[src/rtl/seq_gen_pkg.sv]
// seq_gen_pkg: mode/state encodings and per-mode seed table.
// SEQ_GEN_SYLV_EN selects whether mode 7 gets a real seed.
package seq_gen_pkg;

   typedef enum logic [2:0] {
      M_SQUARE  = 3'd0,
      M_POW3    = 3'd1,
      M_TRI     = 3'd2,
      M_FIB     = 3'd3,
      M_PELL    = 3'd4,
      M_LUCAS   = 3'd5,
      M_PADOVAN = 3'd6,
      M_SYLV    = 3'd7
   } mode_e;

   typedef enum logic [1:0] {
      S_LOAD = 2'd0,
      S_IDLE = 2'd1,
      S_RUN  = 2'd2
   } state_e;

   // Seeds are tiny, so they are stored width-independent and
   // zero-extended by the user.
   typedef struct packed {
      logic [1:0] a;
      logic [1:0] b;
      logic [1:0] c;
   } seed_t;

   localparam seed_t SEED_ZERO  = '{a: 2'd0, b: 2'd0, c: 2'd0};
   localparam seed_t SEED_ONE   = '{a: 2'd1, b: 2'd0, c: 2'd0};
   localparam seed_t SEED_FIB   = '{a: 2'd1, b: 2'd1, c: 2'd0};
   localparam seed_t SEED_PELL  = '{a: 2'd0, b: 2'd1, c: 2'd0};
   localparam seed_t SEED_LUCAS = '{a: 2'd2, b: 2'd1, c: 2'd0};
   localparam seed_t SEED_PADO  = '{a: 2'd1, b: 2'd1, c: 2'd1};
`ifdef SEQ_GEN_SYLV_EN
   localparam seed_t SEED_SYLV  = '{a: 2'd2, b: 2'd0, c: 2'd0};
`else
   localparam seed_t SEED_SYLV  = SEED_ZERO;
`endif

   function automatic seed_t seed_of(mode_e m);
      seed_t s;
      s = SEED_ZERO;
      unique case (m)
         M_SQUARE:  s = SEED_ZERO;
         M_POW3:    s = SEED_ONE;
         M_TRI:     s = SEED_ZERO;
         M_FIB:     s = SEED_FIB;
         M_PELL:    s = SEED_PELL;
         M_LUCAS:   s = SEED_LUCAS;
         M_PADOVAN: s = SEED_PADO;
         M_SYLV:    s = SEED_SYLV;
      endcase
      return s;
   endfunction

endpackage

[src/rtl/seq_gen_alu.sv]
// seq_gen_alu: next-term recurrence for every mode plus carry-out.
// SEQ_GEN_SYLV_EN adds the mode 7 multiplier; otherwise mode 7 yields 0.
module seq_gen_alu
   import seq_gen_pkg::*;
#(
   parameter int WIDTH = 8
) (
   input  mode_e            mode,
   input  logic [WIDTH-1:0] a,
   input  logic [WIDTH-1:0] b,
   input  logic [WIDTH-1:0] c,
   input  logic [WIDTH-1:0] idx,
   output logic [WIDTH-1:0] a_n,
   output logic [WIDTH-1:0] b_n,
   output logic [WIDTH-1:0] c_n,
   output logic             carry
);

   localparam int W2 = 2 * WIDTH;

   logic [WIDTH-1:0] n1;
   logic [W2-1:0]    sq;
   logic [WIDTH+1:0] sum;
`ifdef SEQ_GEN_SYLV_EN
   logic [WIDTH-1:0] am1;
   logic [W2-1:0]    prod;
`endif

   always_comb begin
      a_n   = a;
      b_n   = b;
      c_n   = c;
      carry = 1'b0;
      n1    = idx + WIDTH'(1);
      sq    = {{WIDTH{1'b0}}, n1} * {{WIDTH{1'b0}}, n1};
      sum   = '0;
`ifdef SEQ_GEN_SYLV_EN
      am1   = a - WIDTH'(1);
      prod  = ({{WIDTH{1'b0}}, a} * {{WIDTH{1'b0}}, am1})
            + W2'(1);
`endif
      unique case (mode)
         M_SQUARE: begin
            a_n   = sq[WIDTH-1:0];
            carry = |sq[W2-1:WIDTH];
         end
         M_POW3: begin
            sum   = {1'b0, a, 1'b0} + {2'b00, a};
            a_n   = sum[WIDTH-1:0];
            carry = |sum[WIDTH+1:WIDTH];
         end
         M_TRI: begin
            sum   = {2'b00, a} + {2'b00, idx}
                  + (WIDTH+2)'(1);
            a_n   = sum[WIDTH-1:0];
            carry = |sum[WIDTH+1:WIDTH];
         end
         M_FIB, M_LUCAS: begin
            sum   = {2'b00, a} + {2'b00, b};
            a_n   = b;
            b_n   = sum[WIDTH-1:0];
            carry = |sum[WIDTH+1:WIDTH];
         end
         M_PELL: begin
            sum   = {2'b00, a} + {1'b0, b, 1'b0};
            a_n   = b;
            b_n   = sum[WIDTH-1:0];
            carry = |sum[WIDTH+1:WIDTH];
         end
         M_PADOVAN: begin
            sum   = {2'b00, a} + {2'b00, b};
            a_n   = b;
            b_n   = c;
            c_n   = sum[WIDTH-1:0];
            carry = |sum[WIDTH+1:WIDTH];
         end
         M_SYLV: begin
`ifdef SEQ_GEN_SYLV_EN
            a_n   = prod[WIDTH-1:0];
            carry = |prod[W2-1:WIDTH];
`else
            a_n   = '0;
`endif
         end
      endcase
   end

endmodule

[src/rtl/seq_gen_bank.sv]
// seq_gen_bank: mode-selected integer sequence engine with LOAD/IDLE/RUN FSM.
// Define SEQ_GEN_SYLV_EN to enable the Sylvester (mode 7) multiplier.
module seq_gen_bank
   import seq_gen_pkg::*;
#(
   parameter int WIDTH = 8
) (
   input  logic             clk,
   input  logic             reset,
   input  logic [2:0]       mode,
   input  logic             run,
   input  logic             step,
   input  logic             clear,
   output logic [WIDTH-1:0] term,
   output logic [WIDTH-1:0] index,
   output logic             term_valid,
   output logic             ovf,
   output logic [1:0]       state
);

   state_e           state_q, state_d;
   logic [2:0]       mode_q;
   logic [WIDTH-1:0] a_q, a_d, b_q, b_d, c_q, c_d;
   logic [WIDTH-1:0] idx_q, idx_d;
   logic             vld_q, vld_d;
   logic             ovf_q, ovf_d;

   logic [WIDTH-1:0] a_n, b_n, c_n;
   logic             carry;
   logic             adv;
   seed_t            seed;

   seq_gen_alu #(.WIDTH(WIDTH)) u_alu (
      .mode  (mode_e'(mode_q)),
      .a     (a_q),
      .b     (b_q),
      .c     (c_q),
      .idx   (idx_q),
      .a_n   (a_n),
      .b_n   (b_n),
      .c_n   (c_n),
      .carry (carry)
   );

   always_comb begin
      state_d = state_q;
      a_d     = a_q;
      b_d     = b_q;
      c_d     = c_q;
      idx_d   = idx_q;
      ovf_d   = ovf_q;
      vld_d   = 1'b0;
      adv     = 1'b0;
      seed    = seed_of(mode_e'(mode_q));
      if (clear || (mode != mode_q)) begin
         state_d = S_LOAD;
      end else begin
         unique case (state_q)
            S_LOAD: begin
               state_d = S_IDLE;
               a_d     = WIDTH'(seed.a);
               b_d     = WIDTH'(seed.b);
               c_d     = WIDTH'(seed.c);
               idx_d   = '0;
               ovf_d   = 1'b0;
               vld_d   = 1'b1;
            end
            S_IDLE: begin
               // run wins over step; both together give a single advance
               if (run) state_d = S_RUN;
               adv = run || step;
            end
            S_RUN: begin
               if (run) adv = 1'b1;
               else     state_d = S_IDLE;
            end
            default: state_d = S_LOAD;
         endcase
      end
      if (adv) begin
         a_d   = a_n;
         b_d   = b_n;
         c_d   = c_n;
         idx_d = idx_q + WIDTH'(1);
         ovf_d = ovf_q | carry;
         vld_d = 1'b1;
      end
   end

   always_ff @(posedge clk) begin
      if (reset) begin
         state_q <= S_LOAD;
         mode_q  <= mode;
         a_q     <= '0;
         b_q     <= '0;
         c_q     <= '0;
         idx_q   <= '0;
         vld_q   <= 1'b0;
         ovf_q   <= 1'b0;
      end else begin
         state_q <= state_d;
         mode_q  <= mode;
         a_q     <= a_d;
         b_q     <= b_d;
         c_q     <= c_d;
         idx_q   <= idx_d;
         vld_q   <= vld_d;
         ovf_q   <= ovf_d;
      end
   end

   assign term       = a_q;
   assign index      = idx_q;
   assign term_valid = vld_q;
   assign ovf        = ovf_q;
   assign state      = state_q;

endmodule

[config.mk]
export PLATFORM = sky130hd
export DESIGN_NAME = seq_gen_bank
export DESIGN_NICKNAME = d
export VERILOG_FILES = /design/src/rtl/seq_gen_pkg.sv /design/src/rtl/seq_gen_alu.sv /design/src/rtl/seq_gen_bank.sv
export SDC_FILE = /design/constraint.sdc
export NUM_CORES = 1
export LEC_CHECK = 0
export CORE_ASPECT_RATIO = 1.2
export CORE_MARGIN = 10
export CORE_UTILIZATION = 40
export DETAILED_ROUTE_END_ITERATION = 8
export GPL_TIMING_DRIVEN = 0
export SLEW_MARGIN = 20
export SYNTH_ARGS = -nofsm -noshare
export SYNTH_HDL_FRONTEND = slang
export SYNTH_SLANG_ARGS = --single-unit
[constraint.sdc]
create_clock -name clk -period 14.3 [get_ports clk]
set_input_delay 1.43 -clock clk [delete_from_list [all_inputs] [get_ports clk]]
set_output_delay 1.43 -clock clk [all_outputs]
set_load 0.03 [all_outputs]
* Word-level counts from Yosys, hierarchy flattened
Memories as Yosys holds them, arrays and structs flattened. A register that Yosys moved wholly into a read port is not among the register bits.
Cells that the tools add are included.
** Word-level totals
- Flip-flop bits (word level) :: 39
- Input port bits :: 8
- Memory bits (read-only) :: 32
- Memories :: 1
** Memories
- (name not given) :: depth 8, bits a word 4, rd ports 1, clocked after Yosys merged registers in 1, wr ports 0, line seq_gen_pkg.sv:45 : unique case (m)
** Cells by class
- Equality and inequality tests :: 15
- Mux-type cells :: 28
- Bitwise operators :: 1
- $mul :: 1
- Add/subtract/negate cells :: 6
- Reduce and logical (&&, ||, !) cells :: 18
** Operators with widths (number)
- 8-bit two-way mux :: 13
- 8-bit one-hot mux with 5 select lines :: 1
- 8-bit one-hot mux with 3 select lines :: 1
- 8-bit by 8-bit adder with 9-bit output :: 2
- 8-bit by 8-bit multiplier with 16-bit output :: 1
- 3-bit == test (second input constant) :: 4
- 2-bit OR reduction :: 6
- 10-bit by 1-bit adder with 10-bit output (second input constant) :: 1
- 8-bit by 9-bit adder with 10-bit output :: 1
- 9-bit by 8-bit adder with 10-bit output :: 1
- 8-bit by 1-bit adder with 8-bit output (second input constant) :: 1
- 1-bit two-way mux :: 8
- 8-bit OR reduction :: 1
- 3-bit by 2-bit == test with 1-bit output (second input constant) :: 2
- 2-bit inequality test (second input constant) :: 3
- 2-bit one-hot mux with 3 select lines :: 1
- 3-bit AND reduction :: 2
- 1-bit one-hot mux with 5 select lines :: 1
- 2-bit two-way mux :: 2
- 4-bit by 1-bit inequality test with 1-bit output (second input constant) :: 1
- 2-bit AND reduction :: 2
- 4-bit OR reduction :: 1
- 3-bit by 1-bit == test with 1-bit output (second input constant) :: 1
- 3-bit zero test :: 1
- 10 further kinds :: 11

* Longest topological paths before layout
Gate-level depths: netlist of run 1.
- Word-level depth :: 6
- Gate-level depth with buffers :: 21
- Depth with buffers taken out :: 20

* Hierarchy
From an unflattened synthesis of run 1, not the netlist that was laid out.
** Unflattened totals
- Cells, all modules :: 710
- Area total of the unflattened synthesis :: 5500.3 µm²
** Modules (own cells, without submodules)
- seq_gen_alu :: times used 1, area an instance 3672.3 µm², sequential area each 0.0 µm², cells an instance 494
- seq_gen_bank :: times used 1, area an instance 1828.0 µm², sequential area each 860.8 µm², cells an instance 216

* Worst setup path after synthesis of run 1
OpenSTA, ideal clock, no wires.
- Kind :: reg-to-reg
- From :: register idx_q[0] (netlist: index[0])
- To :: register ovf_q (netlist: ovf)
- Stages on the path, launching flop included :: 20
- Setup slack :: 8.662 ns
- Period minus slack after synthesis :: 5.638 ns
- Arrival time :: 5.504 ns
- Buffers on the path :: 2
- Required time :: 14.166 ns
- Library setup time :: 0.134 ns
- Cells stage by stage :: dfxtp_1 -> clkbuf_1 -> inv_1 -> nor3_1 -> xnor2_1 -> inv_1 -> nand2_1 -> fa_1 -> fa_1 -> fa_1 -> inv_1 -> fa_1 -> ha_1 -> clkbuf_1 -> o21a_1 -> nor2_1 -> o31ai_1 -> mux2_2 -> o41ai_1 -> a311oi_1
** On the way
- Word-level cells in the longest chain between the ends :: 6
- Elaborated cells on any way between the ends :: 9
- Classes of those cells :: add/sub: 3; mul: 1; mux: 2; bitwise: 1; reduce/logical: 2
** RTL lines
- start: declaration :: line seq_gen_bank.sv:24 : logic [WIDTH-1:0] idx_q, idx_d;
- start signal: assignment :: line seq_gen_bank.sv:106 : idx_q <= idx_d;
- 8-bit by 1-bit adder with 8-bit output / 8-bit by 8-bit adder with 9-bit output (equally long branches) :: line seq_gen_alu.sv:34, seq_gen_alu.sv:53
- 8-bit by 8-bit multiplier with 16-bit output / 10-bit by 1-bit adder with 10-bit output (equally long branches) :: line seq_gen_alu.sv:35, seq_gen_alu.sv:54
- 8-bit OR reduction / 2-bit OR reduction (equally long branches) :: line seq_gen_alu.sv:45, seq_gen_alu.sv:56
- 1-bit one-hot mux with 5 select lines * :: line seq_gen_alu.sv:42 : unique case (mode)
- 1-bit OR * :: line seq_gen_bank.sv:85 : ovf_d = ovf_q | carry;
- 1-bit two-way mux * :: line seq_gen_bank.sv:80 : if (adv) begin
- end signal: assignment :: line seq_gen_bank.sv:108 : ovf_q <= ovf_d;
- end: declaration :: line seq_gen_bank.sv:26 : logic ovf_q, ovf_d;
Mark *: on every way between the ends. The rest lies on a longest branch, timed or not.
A chain may end at the register's enable or synchronous reset.

* Final worst setup path of run 1
Ends and elaborated chain as after synthesis.

==> flow_summary.toml, run 1 <==
[synth]
synth_edf_count = 0
syn_area_um2 = 5140
yosysSeqAreaShare = 0.168
avgSynthCellArea_um2 = 8.08
synth-async-reset-ratio = 0
synthFlopType = "dfxtp_1"
synth_warnings = 0
ys_seq_elements = 43
ys_types = 65
syn-num-nets = 738
netlist_instances = 636

[clocking]
clock_latency_ns = 0.29
clk_path_buf_depth = 2
cts_tree = "yes"
cts_buffers = 5
post_cts_buffers = 0
cts-htree-levels = 2
cts_resized = 0
numClockSinks = 43
clock-root-buffer = "clkbuf_16"
clkTransAtPathRegs_ns = 0.07
holdBufCountCts = 0

[global_routing]
grt_max_degree = 15
antenna_found_initial = 0
use_met3 = 0.0195
grt_pass1_vias = 4709
grt_usage = 0.171
gr-usage-met2 = 0.305
grt_overflow = 0
gr-usage-met1 = 0.211
grt_pass1_wl_um = 24300
grt.busiest_layer = "met2"

[placement]
place_ws_ns = 7.71
place_inst = 826
place_hpwl_um = 11400
gp_congestion = 0.883
portBuffers = 26
placed_area_um2 = 5600

[layout]
syn_to_final_growth_pct = 12.8
num_antenna_cells = 0
final_cells = 834
finalNetCount = 771
drive_gt1_frac = 0.0373
postLayoutCellArea_um2 = 5790

[sta]
drv_slew = 0
finalCritPeriodShare = 0.465
min_period_ns = 6.65
rsz0062_at_grt = "no"
finalSetupTns_ns = 0
setup_viol = 0
fmax_ghz = 0.150
fin_skew_ns = 0.00434
max_slew.worst_pin.slew_ns = 0.822
hold_slack_ns = 0.503
slew_headroom = 0.451
finalWorstSetupSlack_ns = 7.65
hold_violations = 0

[worst_setup_path]
end_kind = "flip-flop"
crit_top_cell = "fa_1"
startpoint_type = "flip-flop"
crit_chain = "clkbuf_1 -> inv_1 -> nor3_1 -> xnor2_1 -> inv_1 -> nand2_1 -> fa_1 -> fa_1 -> fa_1 -> inv_1 -> fa_1 -> ha_1 -> clkbuf_1 -> o21a_1 -> nor2_1 -> o31ai_1 -> mux2_2 -> o41ai_1 -> a311oi_1"
reg2reg_from = "index[0]"
worstPathRequired_ns = 14.46
worstSetupStartpoint = "index[0]"
worstPathArrival_ns = 6.81
worstPathMaxFanout = 10
max_stage_delay_ns = 0.61
critPathKind = "flip-flop to flip-flop"
path_buf_inv = 5
slowest_stage = "o41ai_1"
r2r_cells = 19
path_depth = 19
crit_family = "adder cells"
rrSetupSlack_ns = 7.65

[floorplan]
die_h_um = 144
die-area_um2 = 17800
rows = 45
initial_core_util = 0.407
coreArea_um2 = 12600
die_width_um = 123
pin_count = 28

[routing]
drc_errors = 0
dr.pass1.iters = 4
vias = 4783
viasPerCell = 5.74
drtAntennaViolNets = 0
routed_wl_um = 14800
drt_iter0_drc = 501
wl_per_cell_um = 17.8

[status]
status = "finished clean"

[job]
cap_violations = 0

[hold_path]
min_path_type = "flip-flop to flip-flop"
hold_start = "c_q[0]"
hold_depth = 2

[power]
p_per_area_nw_per_um2 = 52.3
ir_drop_uv = 50.0
p_leak_nw = 2.60
## cell families after synthesis
logic type | after synthesis | synth area share
compound gates | 174 | 0.227
xor+xnor | 46 | 0.0799
other cells | 2 | 0.00146
fa+ha+maj | 94 | 0.268
simple gates | 191 | 0.178
buf+inv | 76 | 0.0582
flops | 43 | 0.168
mux | 10 | 0.0200
## report_power, final
| group | switching (W) | internal, W | leakage [nW] |
|---|---|---|---|
| combinational | 0.0000171 | 0.00000868 | 2.16 |
| clock | 0.0000542 | 0.000100 | 0.0900 |
| sequential | 0.00000159 | 0.000121 | 0.349 |
| total | 0.0000728 | 0.000230 | 2.60 |
## through the flow
| stage | util | total power (W) |
|---|---|---|
| after floorplan | - | 0.000141 |
| after global placement | 0.444 | 0.000151 |
| after detailed placement | 0.444 | 0.000151 |
| after CTS | 0.459 | 0.000304 |
| after global routing | 0.459 | 0.000311 |
| final | 0.459 | 0.000303 |
## layer usage
metal | part of all wire | wire length, um | up-vias
met5 | 0 | 0 | -
met4 | 0.019 | 285 | 0
met3 | 0.035 | 520 | 24
met2 | 0.51 | 7540 | 114
met1 | 0.44 | 6500 | 2316
li1 | - | - | 2329
## layout by cell type (no fill, tap or decap), types with 11 or more instances in the layout
cell | Yosys | final
o21ai_0 | 26 | 26
xor2_1 | 24 | 24
clkdlybuf4s50_1 | 0 | 26
clkbuf_1 | 16 | 16
fa_1 | 27 | 27
nor2b_1 | 11 | 11
ha_1 | 67 | 67
a21oi_1 | 48 | 48
nand3_1 | 15 | 15
inv_1 | 55 | 55
a22oi_1 | 12 | 12
nand2_1 | 42 | 42
a211oi_1 | 17 | 17
dfxtp_1 | 43 | 43
xnor2_1 | 21 | 21
nor2_1 | 76 | 76
## cell usage after synthesis, drive strengths merged (6+ instances only)
library cell / number / area share
a211oi: 17 / 0.025
a21o: 8 / 0.012
a21oi: 48 / 0.047
a22oi: 12 / 0.018
clkbuf: 16 / 0.012
dfxtp: 43 / 0.17
fa: 27 / 0.11
ha: 67 / 0.16
inv: 55 / 0.040
mux2i: 8 / 0.016
nand2: 42 / 0.031
nand3: 15 / 0.015
nor2: 77 / 0.057
nor2b: 11 / 0.013
nor3: 10 / 0.0097
o21a: 6 / 0.0088
o21ai: 26 / 0.025
o21bai: 8 / 0.012
or2: 6 / 0.0073
xnor2: 22 / 0.039
xor2: 24 / 0.041
## registers in the layout (all words and copies together) (netlist names)
signal	count
seed	4
term	8
state	2
b_q	8
mode_q	3
ovf	1
c_q	8
term_valid	1
index	8
## tightest hold or removal path: stages (launching register included)
cell,delay (ns)
dfxtp_1,0.34
a21oi_1,0.06
nor2_1,0.07
## path summary, 6_finish.rpt
check / endpoint
worst max-delay path: ovf
worst min-delay path: c_q[0]
worst max register to register: ovf
worst min register to register: c_q[0]
## area by class of cell
cell class / count / area (um2)
Fill cell: 1271 / 6820
Multi-Input combinational cell: 517 / 3980
Sequential cell: 43 / 861
Timing Repair Buffer: 26 / 260
Inverter: 55 / 206
Tap cell: 164 / 205
Clock buffer: 5 / 125
Buffer: 21 / 92.6
Clock inverter: 3 / 67.6
Note: power is estimated with default switching activity, not from simulation.
==> run 2: changes to the inputs <==
clock period = 6.6 ns   (was 14.3 ns; I/O delays follow)
==> run 2 against run 1 <==
Hold slack got worse by 0.0042 ns; total power rose by 120%; utilization is 0.11 points higher; clock skew barely moved; register-to-register slack got worse by 7.2 ns; largest power group unchanged.
==> flow_summary.toml, run 2 (synthesis gave the netlist of run 1 again) <==
[status]
status = "finished clean"

[worst_setup_path]
end_kind = "flip-flop"
max_stage_delay_ns = 0.55
crit_family = "adder cells"
crit_chain = "clkbuf_2 -> inv_1 -> nor3_2 -> xnor2_1 -> inv_1 -> nand2_1 -> fa_1 -> fa_1 -> fa_1 -> inv_1 -> fa_1 -> ha_1 -> clkbuf_1 -> o21a_1 -> nor2_1 -> o31ai_1 -> mux2_2 -> o41ai_2 -> a311oi_1"
crit_top_cell = "fa_1"
worstPathArrival_ns = 6.34
worstPathMaxFanout = 10
critPathKind = "flip-flop to flip-flop"
slowest_stage = "fa_1"
worstPathRequired_ns = 6.76
startpoint_type = "flip-flop"
path_buf_inv = 5

[sta]
slew_headroom = 0.436
finalSetupTns_ns = 0
setup_viol = 0
drv_slew = 0
fin_skew_ns = 0.00386
finalCritPeriodShare = 0.936
rsz0062_at_grt = "no"
min_period_ns = 6.18
max_slew.worst_pin.slew_ns = 0.844
fmax_ghz = 0.162
hold_violations = 0

[routing]
dr.pass1.iters = 6
wl_per_cell_um = 17.8
viasPerCell = 5.79
routed_wl_um = 14900
drc_errors = 0
drt_iter0_drc = 458
drtAntennaViolNets = 0
vias = 4827

[clocking]
numClockSinks = 43
post_cts_buffers = 0
clock-root-buffer = "clkbuf_16"
clock_latency_ns = 0.29
cts-htree-levels = 2
clk_path_buf_depth = 2
holdBufCountCts = 0
cts_tree = "yes"
clkTransAtPathRegs_ns = 0.07
cts_buffers = 5

[placement]
gp_congestion = 0.883
place_hpwl_um = 11400
placed_area_um2 = 5600
portBuffers = 26

[floorplan]
die-area_um2 = 17800
initial_core_util = 0.407
rows = 45
die_width_um = 123
pin_count = 28
die_h_um = 144
coreArea_um2 = 12600

[power]
total_power_w = 0.000657
pwr-share-comb = 0.085
p_leak_nw = 2.61
pwr-share-clk = 0.509
ir_drop_uv = 108
swShare = 0.240
power.switching_w = 0.000158
share_seq_of_total_power = 0.406
power.internal_w = 0.000499
p_per_area_nw_per_um2 = 113

[global_routing]
grt_max_degree = 15
antenna_found_initial = 0
grt_usage = 0.171
grt_pass1_vias = 4709
grt_pass1_wl_um = 24300
grt_overflow = 0

[layout]
layout_commonest_cell = "nor2_1"
drive_gt1_frac = 0.0418
num_antenna_cells = 0
most-common-layout-cells = "nor2_1, ha_1, inv_1, a21oi_1, dfxtp_1"
syn_to_final_growth_pct = 13.1
finalNetCount = 771
postLayoutCellArea_um2 = 5810

[job]
cap_violations = 0

[hold_path]
min_path_type = "flip-flop to flip-flop"
[run 2: cell counts in the layout (fill, tap and decap cells not counted)]
Identical to the previous run, type by type.
[run 2: final cells by class]
type / count / area, um2
Timing Repair Buffer: 26 / 260
Clock inverter: 3 / 67.6
Inverter: 55 / 206
Multi-Input combinational cell: 517 / 3990
Clock buffer: 5 / 125
Tap cell: 164 / 205
Fill cell: 1272 / 6800
Sequential cell: 43 / 861
Buffer: 21 / 93.8
[run 2: worst paths after layout]
check | start | endpoint | slack, ns | cells after the start
worst min-delay path | c_q[0] | c_q[0] | 0.50 | 2
worst min register to register | c_q[0] | c_q[0] | 0.50 | 2
worst max-delay path | index[0] | ovf | 0.42 | 19
worst max register to register | index[0] | ovf | 0.42 | 19
[run 2: power by group through the flow]
stage	sequential (W)	clock, W	combinational (W)
2_1_floorplan	0.000273	0	0.0000331
3_3_place_gp	0.000273	0	0.0000545
3_5_place_dp	0.000273	0	0.0000549
4_1_cts	0.000267	0.000337	0.0000553
5_1_grt	0.000267	0.000346	0.0000611
6_report	0.000266	0.000334	0.0000561
[run 2: layer usage]
| metal | track usage | share of wire | up-vias |
|---|---|---|---|
| met1 | 0.211 | 0.43 | 2339 |
| li1 | - | - | 2329 |
| met3 | 0.0195 | 0.039 | 26 |
| met2 | 0.305 | 0.51 | 133 |
| met4 | 0.0442 | 0.019 | 0 |
| met5 | 0 | 0 | - |
[run 2: through the flow]
step	instances	hold slack, ns	utilization	worst slack [ns]
floorplan	636	0.455	-	0.962
global placement	826	0.471	0.444	0.132
detailed placement	826	0.478	0.444	0.00999
CTS	834	0.497	0.460	0.168
global route	834	0.525	0.461	0.114
finish	834	0.498	0.461	0.422
[run 2: timing repair]
action,CTS,global route
setup endpoints to repair,1,1
pin swaps,0,0
resized for setup,1,2
[run 2: tightest hold or removal path, cell delays in order, from the launching register on]
cell     delay, ns
dfxtp_1       0.33
a21oi_1       0.06
nor2_1        0.07
==> run 3: changes to the inputs <==
HOLD_SLACK_MARGIN = 0.06   (was unset)
==> results of run 3 <==
No change in the layout: final DEF, timing and power equal those of run 2.
